### src/rtl/trap_sequencer.sv
// trap_sequencer: serialises trap-entry / MRET CSR updates through the single CSR write port, then redirects fetch.
// Latency: acceptance to busy low is 5 cycles for trap entry (6 with TRAP_MTVAL_EN), 4 for MRET, with redirectReady high.
// Backpressure: redirectValid/redirectPC held until redirectReady; busy stalls the pipeline throughout. Optional: `define TRAP_MTVAL_EN.
module trap_sequencer #(
  parameter logic [31:0] INT_CAUSE   = 32'h8000000B,
  parameter bit          VECTORED_EN = 1'b1
) (
  input  logic        clock,
  input  logic        reset,
  input  logic        interrupt,
  input  logic        trapRequest,
  input  logic [31:0] trapCause,
  input  logic [31:0] trapPC,
  input  logic [31:0] trapValue,
  input  logic        mretRequest,
  input  logic [31:0] interruptPC,
  input  logic [11:0] coreDestinationCSR,
  input  logic [11:0] coreReadCSR,
  input  logic [31:0] coreWriteData,
  input  logic        coreDestinationEnable,
  output logic [11:0] destinationCSR,
  output logic [11:0] readCSR,
  output logic [31:0] csrWriteData,
  output logic        csrDestinationEnable,
  input  logic [31:0] csrReadData,
  input  logic [31:0] trapVector,
  output logic        busy,
  output logic        redirectValid,
  output logic [31:0] redirectPC,
  input  logic        redirectReady
);

  localparam logic [11:0] CSR_MSTATUS = 12'h300;
  localparam logic [11:0] CSR_MEPC    = 12'h341;
  localparam logic [11:0] CSR_MCAUSE  = 12'h342;
  localparam logic [11:0] CSR_MTVAL   = 12'h343;

  typedef enum logic [2:0] {
    S_IDLE,
    S_T_EPC,
    S_T_CAUSE,
    S_T_STATUS,
    S_M_STATUS,
    S_M_EPC,
    S_REDIRECT
`ifdef TRAP_MTVAL_EN
    , S_T_VAL
`endif
  } state_t;

  state_t      state_q, state_d;
  logic [31:0] cause_q, cause_d;
  logic [31:0] epc_q, epc_d;
  logic        is_int_q, is_int_d;
  logic [31:0] target_q, target_d;
  logic        mie_shadow_q, mie_shadow_d;
  logic        busy_q, busy_d;
  logic        redirect_valid_q, redirect_valid_d;
  logic [31:0] vector_base;
`ifdef TRAP_MTVAL_EN
  logic [31:0] tval_q, tval_d;
`else
  logic        unused_trap_value;
  assign unused_trap_value = ^trapValue;
`endif

  assign vector_base   = trapVector & ~32'h3;
  assign busy          = busy_q;
  assign redirectValid = redirect_valid_q;
  assign redirectPC    = target_q;

  // Next-state, latch updates and the CSR port mux (passthrough when idle, sequencer-owned otherwise)
  always_comb begin
    state_d          = state_q;
    cause_d          = cause_q;
    epc_d            = epc_q;
    is_int_d         = is_int_q;
    target_d         = target_q;
    mie_shadow_d     = mie_shadow_q;
    busy_d           = busy_q;
    redirect_valid_d = redirect_valid_q;
`ifdef TRAP_MTVAL_EN
    tval_d           = tval_q;
`endif
    destinationCSR       = 12'h000;
    readCSR              = 12'h000;
    csrWriteData         = 32'h0;
    csrDestinationEnable = 1'b0;

    case (state_q)
      S_IDLE: begin
        destinationCSR       = coreDestinationCSR;
        readCSR              = coreReadCSR;
        csrWriteData         = coreWriteData;
        csrDestinationEnable = coreDestinationEnable;
        // Track MSTATUS.MIE so interrupts can be gated without a CSR read port
        if (coreDestinationEnable && coreDestinationCSR == CSR_MSTATUS)
          mie_shadow_d = coreWriteData[3];
        if (trapRequest) begin
          cause_d  = trapCause;
          epc_d    = trapPC;
          is_int_d = 1'b0;
`ifdef TRAP_MTVAL_EN
          tval_d   = trapValue;
`endif
          state_d  = S_T_EPC;
          busy_d   = 1'b1;
        end else if (mretRequest) begin
          state_d  = S_M_STATUS;
          busy_d   = 1'b1;
        end else if (interrupt && mie_shadow_q) begin
          cause_d  = INT_CAUSE;
          epc_d    = interruptPC;
          is_int_d = 1'b1;
`ifdef TRAP_MTVAL_EN
          tval_d   = 32'h0;
`endif
          state_d  = S_T_EPC;
          busy_d   = 1'b1;
        end
      end
      S_T_EPC: begin
        destinationCSR       = CSR_MEPC;
        csrWriteData         = epc_q;
        csrDestinationEnable = 1'b1;
        state_d              = S_T_CAUSE;
      end
      S_T_CAUSE: begin
        destinationCSR       = CSR_MCAUSE;
        csrWriteData         = cause_q;
        csrDestinationEnable = 1'b1;
`ifdef TRAP_MTVAL_EN
        state_d              = S_T_VAL;
`else
        state_d              = S_T_STATUS;
`endif
      end
`ifdef TRAP_MTVAL_EN
      S_T_VAL: begin
        destinationCSR       = CSR_MTVAL;
        csrWriteData         = tval_q;
        csrDestinationEnable = 1'b1;
        state_d              = S_T_STATUS;
      end
`endif
      S_T_STATUS: begin
        // MPP<=M, MPIE<=MIE, MIE<=0; target from MTVEC (vectored offset only for interrupts)
        readCSR              = CSR_MSTATUS;
        destinationCSR       = CSR_MSTATUS;
        csrWriteData         = {csrReadData[31:13], 2'b11, csrReadData[10:8], csrReadData[3],
                                csrReadData[6:4], 1'b0, csrReadData[2:0]};
        csrDestinationEnable = 1'b1;
        mie_shadow_d         = 1'b0;
        if (VECTORED_EN && is_int_q && trapVector[1:0] == 2'b01)
          target_d = vector_base + {cause_q[29:0], 2'b00};
        else
          target_d = vector_base;
        redirect_valid_d     = 1'b1;
        state_d              = S_REDIRECT;
      end
      S_M_STATUS: begin
        // MIE<=MPIE, MPIE<=1; MPP left as is
        readCSR              = CSR_MSTATUS;
        destinationCSR       = CSR_MSTATUS;
        csrWriteData         = {csrReadData[31:8], 1'b1, csrReadData[6:4], csrReadData[7],
                                csrReadData[2:0]};
        csrDestinationEnable = 1'b1;
        mie_shadow_d         = csrReadData[7];
        state_d              = S_M_EPC;
      end
      S_M_EPC: begin
        readCSR          = CSR_MEPC;
        target_d         = csrReadData & ~32'h3;
        redirect_valid_d = 1'b1;
        state_d          = S_REDIRECT;
      end
      S_REDIRECT: begin
        if (redirectReady) begin
          redirect_valid_d = 1'b0;
          busy_d           = 1'b0;
          state_d          = S_IDLE;
        end
      end
      default: begin
        redirect_valid_d = 1'b0;
        busy_d           = 1'b0;
        state_d          = S_IDLE;
      end
    endcase
  end

  // Sequencer state and registered outputs; reset abandons any sequence in flight
  always_ff @(posedge clock or negedge reset) begin
    if (!reset) begin
      state_q          <= S_IDLE;
      cause_q          <= 32'h0;
      epc_q            <= 32'h0;
      is_int_q         <= 1'b0;
      target_q         <= 32'h0;
      mie_shadow_q     <= 1'b0;
      busy_q           <= 1'b0;
      redirect_valid_q <= 1'b0;
`ifdef TRAP_MTVAL_EN
      tval_q           <= 32'h0;
`endif
    end else begin
      state_q          <= state_d;
      cause_q          <= cause_d;
      epc_q            <= epc_d;
      is_int_q         <= is_int_d;
      target_q         <= target_d;
      mie_shadow_q     <= mie_shadow_d;
      busy_q           <= busy_d;
      redirect_valid_q <= redirect_valid_d;
`ifdef TRAP_MTVAL_EN
      tval_q           <= tval_d;
`endif
    end
  end

endmodule

### config.mk
export PLATFORM = sky130hd
export DESIGN_NAME = trap_sequencer
export DESIGN_NICKNAME = d
export VERILOG_FILES = /design/src/rtl/trap_sequencer.sv
export SDC_FILE = /design/constraint.sdc
export NUM_CORES = 1
export LEC_CHECK = 0
export ABC_AREA = 1
export BUFFER_PORTS_ARGS = -buffer_cell sky130_fd_sc_hd__buf_4
export CAP_MARGIN = 10
export CORE_MARGIN = 3
export CORE_UTILIZATION = 30
export CTS_CLUSTER_DIAMETER = 120
export CTS_CLUSTER_SIZE = 24
export DETAILED_ROUTE_END_ITERATION = 6
export PLACE_DENSITY_LB_ADDON = 0.05
export SYNTH_ARGS = -nofsm -noshare
export SYNTH_HDL_FRONTEND = slang
export SYNTH_SLANG_ARGS = --single-unit
### constraint.sdc
create_clock -name clock -period 2.2 [get_ports clock]
set_input_delay 0.33 -clock clock [delete_from_list [all_inputs] [get_ports clock]]
set_output_delay 0.33 -clock clock [all_outputs]
set_load 0.05 [all_outputs]
# Yosys cells after proc, flatten, opt, wreduce, memory -nomap -nowiden
# Cells that the tools add are included.
[totals] out_inout_bits=91 latch_bits=0 memories=0 rom_bits=0 regBits=103 mem_bits_rw=0
[classes] n_addsub=1 magnitude_cmp=0 reduce_logical=17 bitwise=2 mul=0 mux=27 div_mod_pow=0 shifts=0 n_eq_ne=12
[ops] op="2-to-1 mux 32 bit" n=7
[ops] op="one-hot mux 32 bit (5 select lines)" n=1
[ops] op="one-hot mux 32 bit (2 select lines)" n=1
[ops] op="one-hot mux 12 bit (4 select lines)" n=1
[ops] op="one-hot mux 12 bit (3 select lines)" n=1
[ops] op="adder 32 bit" n=1
[ops] op="one-hot mux 3 bit (6 select lines)" n=1
[ops] op="equality test 12 x 10 -> 1 bit (second input constant)" n=1
[ops] op="2-to-1 mux 3 bit" n=4
[ops] op="equality test 3 bit (second input constant)" n=3
[ops] op="one-hot mux 1 bit (3 select lines)" n=3
[ops] op="OR reduction 4 bit" n=2
[ops] op="2-to-1 mux 1 bit" n=7
[ops] op="equality test 3 x 2 -> 1 bit (second input constant)" n=2
[ops] op="inequality test 2 bit (second input constant)" n=3
[ops] op="AND reduction 2 bit" n=3
[ops] op="AND reduction 3 bit" n=2
[ops] op="OR reduction 5 bit" n=1
[ops] op="inequality test 4 bit (second input constant)" n=1
[ops] op="nonzero test 2 bit" n=2
[ops] op="OR reduction 2 bit" n=2
[ops] op="equality test 3 x 1 -> 1 bit (second input constant)" n=1
[ops] op="logical AND 1 bit" n=3
[ops] op="logical NOT 3 bit" n=1
[ops] op="other kinds (4)" n=5

# Depth between registers and ports, before layout
[logic_depth] depth_word=5 mapped_depth=14 depth_no_buf=14

# Worst setup path before layout
# OpenSTA, ideal clock, no wires.
[synth_path] path_type="reg-to-output" from="register state_q[0]" to="output port destinationCSR[0]" required_ps=1870 setup_slack_ps=-190 n_path_buf=1 arrival_ps=2060 stages_incl_launch_ff=7 cell_sequence="dfrtp_1 nor2_2 inv_2 nor2_4 inv_1 clkbuf_1 o21ai_0"
[synth_between] elab_chain_cells=3 word_cells_on_any_way=7 classes_between="eq/ne: 4; mux: 1; reduce/logical: 2"
[synth_rtl] item="from (decl)" line="51" source="state_t state_q, state_d;"
[synth_rtl] item="from (signal assigned)" line="207" source="state_q <= state_d;"
[synth_rtl] item="equality test 3 x 2 -> 1 bit or equality test 3 bit (tied branches)" line="90" source="case (state_q)"
[synth_rtl] item="OR reduction 2 bit (no line)"
[synth_rtl] item="one-hot mux 12 bit (4 select lines) (*)" line="90"
[synth_rtl] item="to (decl)" line="21" source="output logic [11:0] destinationCSR,"
# Mark *: on every way between the ends. The rest lies on a longest branch, timed or not.

# Worst setup path in the final report
[layout_path] from="register state_q[1]" to="output port csrWriteData[28]"
[layout_between] elab_chain_cells=2 word_cells_on_any_way=6 classes_between="eq/ne: 4; mux: 1; reduce/logical: 1"
[layout_rtl] item="equality test 3 bit (tied with other cells)" line="90"
[layout_rtl] item="one-hot mux 32 bit (5 select lines) (*)" line="90"
[layout_rtl] item="to (decl)" line="23" source="output logic [31:0] csrWriteData,"
# Marks and branches as above.

==> flow_summary.toml <==
[layout]
drive_gt1_share_pct = 28.2
final_common_cell = "nand2_1"
final_cell_mix = "567 x nand2_1, 296 x buf_4, 149 x inv_1"
fin_util_pct = 45.8
nets = 1934
diodes = 0
syn_to_final_growth_pct = 48.8
fill_cells = 2827

[detailed_routing]
first_pass_iters = 5
via_per_inst = 4.73
drc = 0
wire_per_inst_um = 17.9
drtIter0Drc = 471
dr_total_vias = 9416
drt-total-wl_um = 35700
antenna_left = 0

[synth]
syn_area_per_cell_um2 = 6.09
netlist_area_um2 = 8090
synth-main-ff-cell = "dfrtp_1"
syn_inst = 1328
ys_seq_area_share_pct = 31.3
ys_ff_latch = 101
synth-async-reset-ratio_pct = 100
yosysUniqueCellTypes = 38
ys_warn_count = 0
synth_edf_count = 0

[grt]
grt_pass1_vias = 8969
grt_pass1_wl_um = 52200
antenna_found_initial = 0
overflow = 0
grt_max_degree = 46
grt_usage_pct = 23.5

[critical_path]
cp.required_ps = 1870
crit_fanout = 9
cp-start-kind = "flip-flop"
cp-end-kind = "primary output"
crit_arrival_ps = 1940
crit_type = "reg2out"
r2r_cells = 13

[timing]
fmax_mhz = 441
max_slew.worst_pin.slew_ps = 638
period_needed_ps = 2270
setup_slack_ps = -65.0
final.setup.tns_ps = -1110
final_hold_viol_count = 0
slew_headroom_pct = 57.4
finalSetupViolCount = 34
maxSlewViolCount = 0
finalCritPeriodShare_pct = 103
fin_skew_ps = 13.6
whs_ps = 193
rsz0062_at_grt = "yes"

[clock_tree]
ctsRootBufferMaster = "clkbuf_16"
cts_buffers = 9
cts.reportedPaths.clkPinSlew_ps = 80
cts_tree = "yes"
cts_sinks = 101
cts_buffer_depth = 2
insertion_delay_ps = 370
htreeDepth = 3

[floorplanning]
initial_core_util_pct = 30.8
rows = 59
ios = 346
core_um2 = 26300
die_area_um2 = 29000
die_h_um = 170
die_w_um = 170

[status]
failed_checks = "setup timing"
outcome = "complete, but fails checks"

[place]
routabilityCongestion = 0.868
portBuffers = 311
hpwlAfterDp_um = 27900

[pwr]
ir_worst_vdd_mv = 0.877
power_density_nw_per_um2 = 1650
p_leak_nw = 6.58

[worst_hold_path]
hold_class = "in2reg"
holdPathStages = 3

[run]
max_cap_violations = 0
synth_stat cells (2+ instances only):
master	number	area (µm²)
nand2_2	3	18.8
a221oi_1	2	17.5
dfrtp_1	101	2530
clkbuf_1	19	71.3
o21ai_0	41	205
buf_6	5	56.3
nand3_1	97	485
xnor2_1	8	70.1
or2_1	2	12.5
nor2_1	95	357
inv_1	151	567
o211ai_1	2	15.0
buf_2	23	115
nor2_4	3	33.8
nand4_1	34	213
a21oi_1	32	160
nor2_2	4	25.0
xor2_1	6	52.6
a31oi_1	34	213
ha_1	29	363
buf_4	9	67.6
and2_1	3	18.8
inv_2	6	22.5
nand3b_1	2	15.0
nor3_1	4	20.0
o21ai_1	5	25.0
or2_0	3	18.8
or2_2	5	31.3
nand2_1	591	2220
final timing paths:
path / startpoint / endpoint / slack (ps)
hold / removal: trapCause[20] / cause_q[20] / 190
setup reg to reg: cause_q[0] / redirectPC[24] / 150
hold reg to reg: redirectPC[12] / redirectPC[12] / 480
setup / recovery: state_q[1] / csrWriteData[28] / -70
max in group asynchronous: reset / redirectPC[21] / 1080
min in group asynchronous: reset / cause_q[6] / 500
metal layers:
metal	vias up	global-route usage, %	wire, µm
met5	-	0	0
met1	4324	33.4	16800
li1	4816	-	-
met3	33	4.67	2040
met4	0	5.86	644
met2	243	36.8	16200
worst max-delay path: stages, from the launching register on:
cell and delay (ps):
dfrtp_1 440, inv_2 70, nor2_4 110, inv_2 70, nor2_4 210, nor2_4 80, clkinv_4 110, clkbuf_16 170
nand2_1 60, nand4_1 90, buf_6 170
where the power goes:
part / internal [mW] / leakage, nW / switching, mW
sequential: 2.79 / 1.20 / 0.834
clock: 0.905 / 0.142 / 0.872
combinational: 5.15 / 5.24 / 9.27
total: 8.84 / 6.58 / 11.0
logic make-up (layout without fill, tap and decap cells):
group,count (synthesis),in the layout,synth area share [%]
compound gates,120,120,8.25
xor+xnor,14,14,1.52
fa+ha+maj,30,30,4.73
buf+inv,215,540,11.2
flops,101,101,31.2
other cells,1,2,0.0464
simple gates,847,847,43.0
sequential cells by signal, summed over array words and instances, names as in the netlist:
name / flops
mie_shadow_q: 1
cause_q: 32
busy: 1
is_int_q: 1
redirectPC: 30
state_q: 3
redirectValid: 1
epc_q: 32
stage by stage:
stage	instance area (µm²)	total power [mW]	cells	setup slack [ps]
floorplan	8090	12.1	1329	-190
global placement	10900	16.2	1947	15.4
detailed placement	10900	16.3	1947	-6.94
CTS	11500	18.8	1977	-74.0
global route	12000	21.1	1989	-140
finish	12000	19.8	1989	-65.0
what timing repair did:
action                                  4_1_cts  5_1_grt
setup buffers                                11        8
gates cloned                                  2        4
pin swaps                                     2        7
endpoints found under the hold margin        30        0
hold buffers                                  1        0
endpoints found under the setup margin       55       78
gates resized for setup                      45      107
final cells by class:
cell class	count	area, µm²	share of cell area, %
Clock inverter	7	83.8	0.697
Timing Repair Buffer	365	3190	26.5
Multi-Input combinational cell	1013	4970	41.3
Clock buffer	9	225	1.87
Inverter	158	604	5.02
Timing Repair inverter	1	7.51	0.0624
Sequential cell	101	2530	21.0
Tap cell	335	419	3.48
Note: power is estimated with default switching activity, not from simulation.
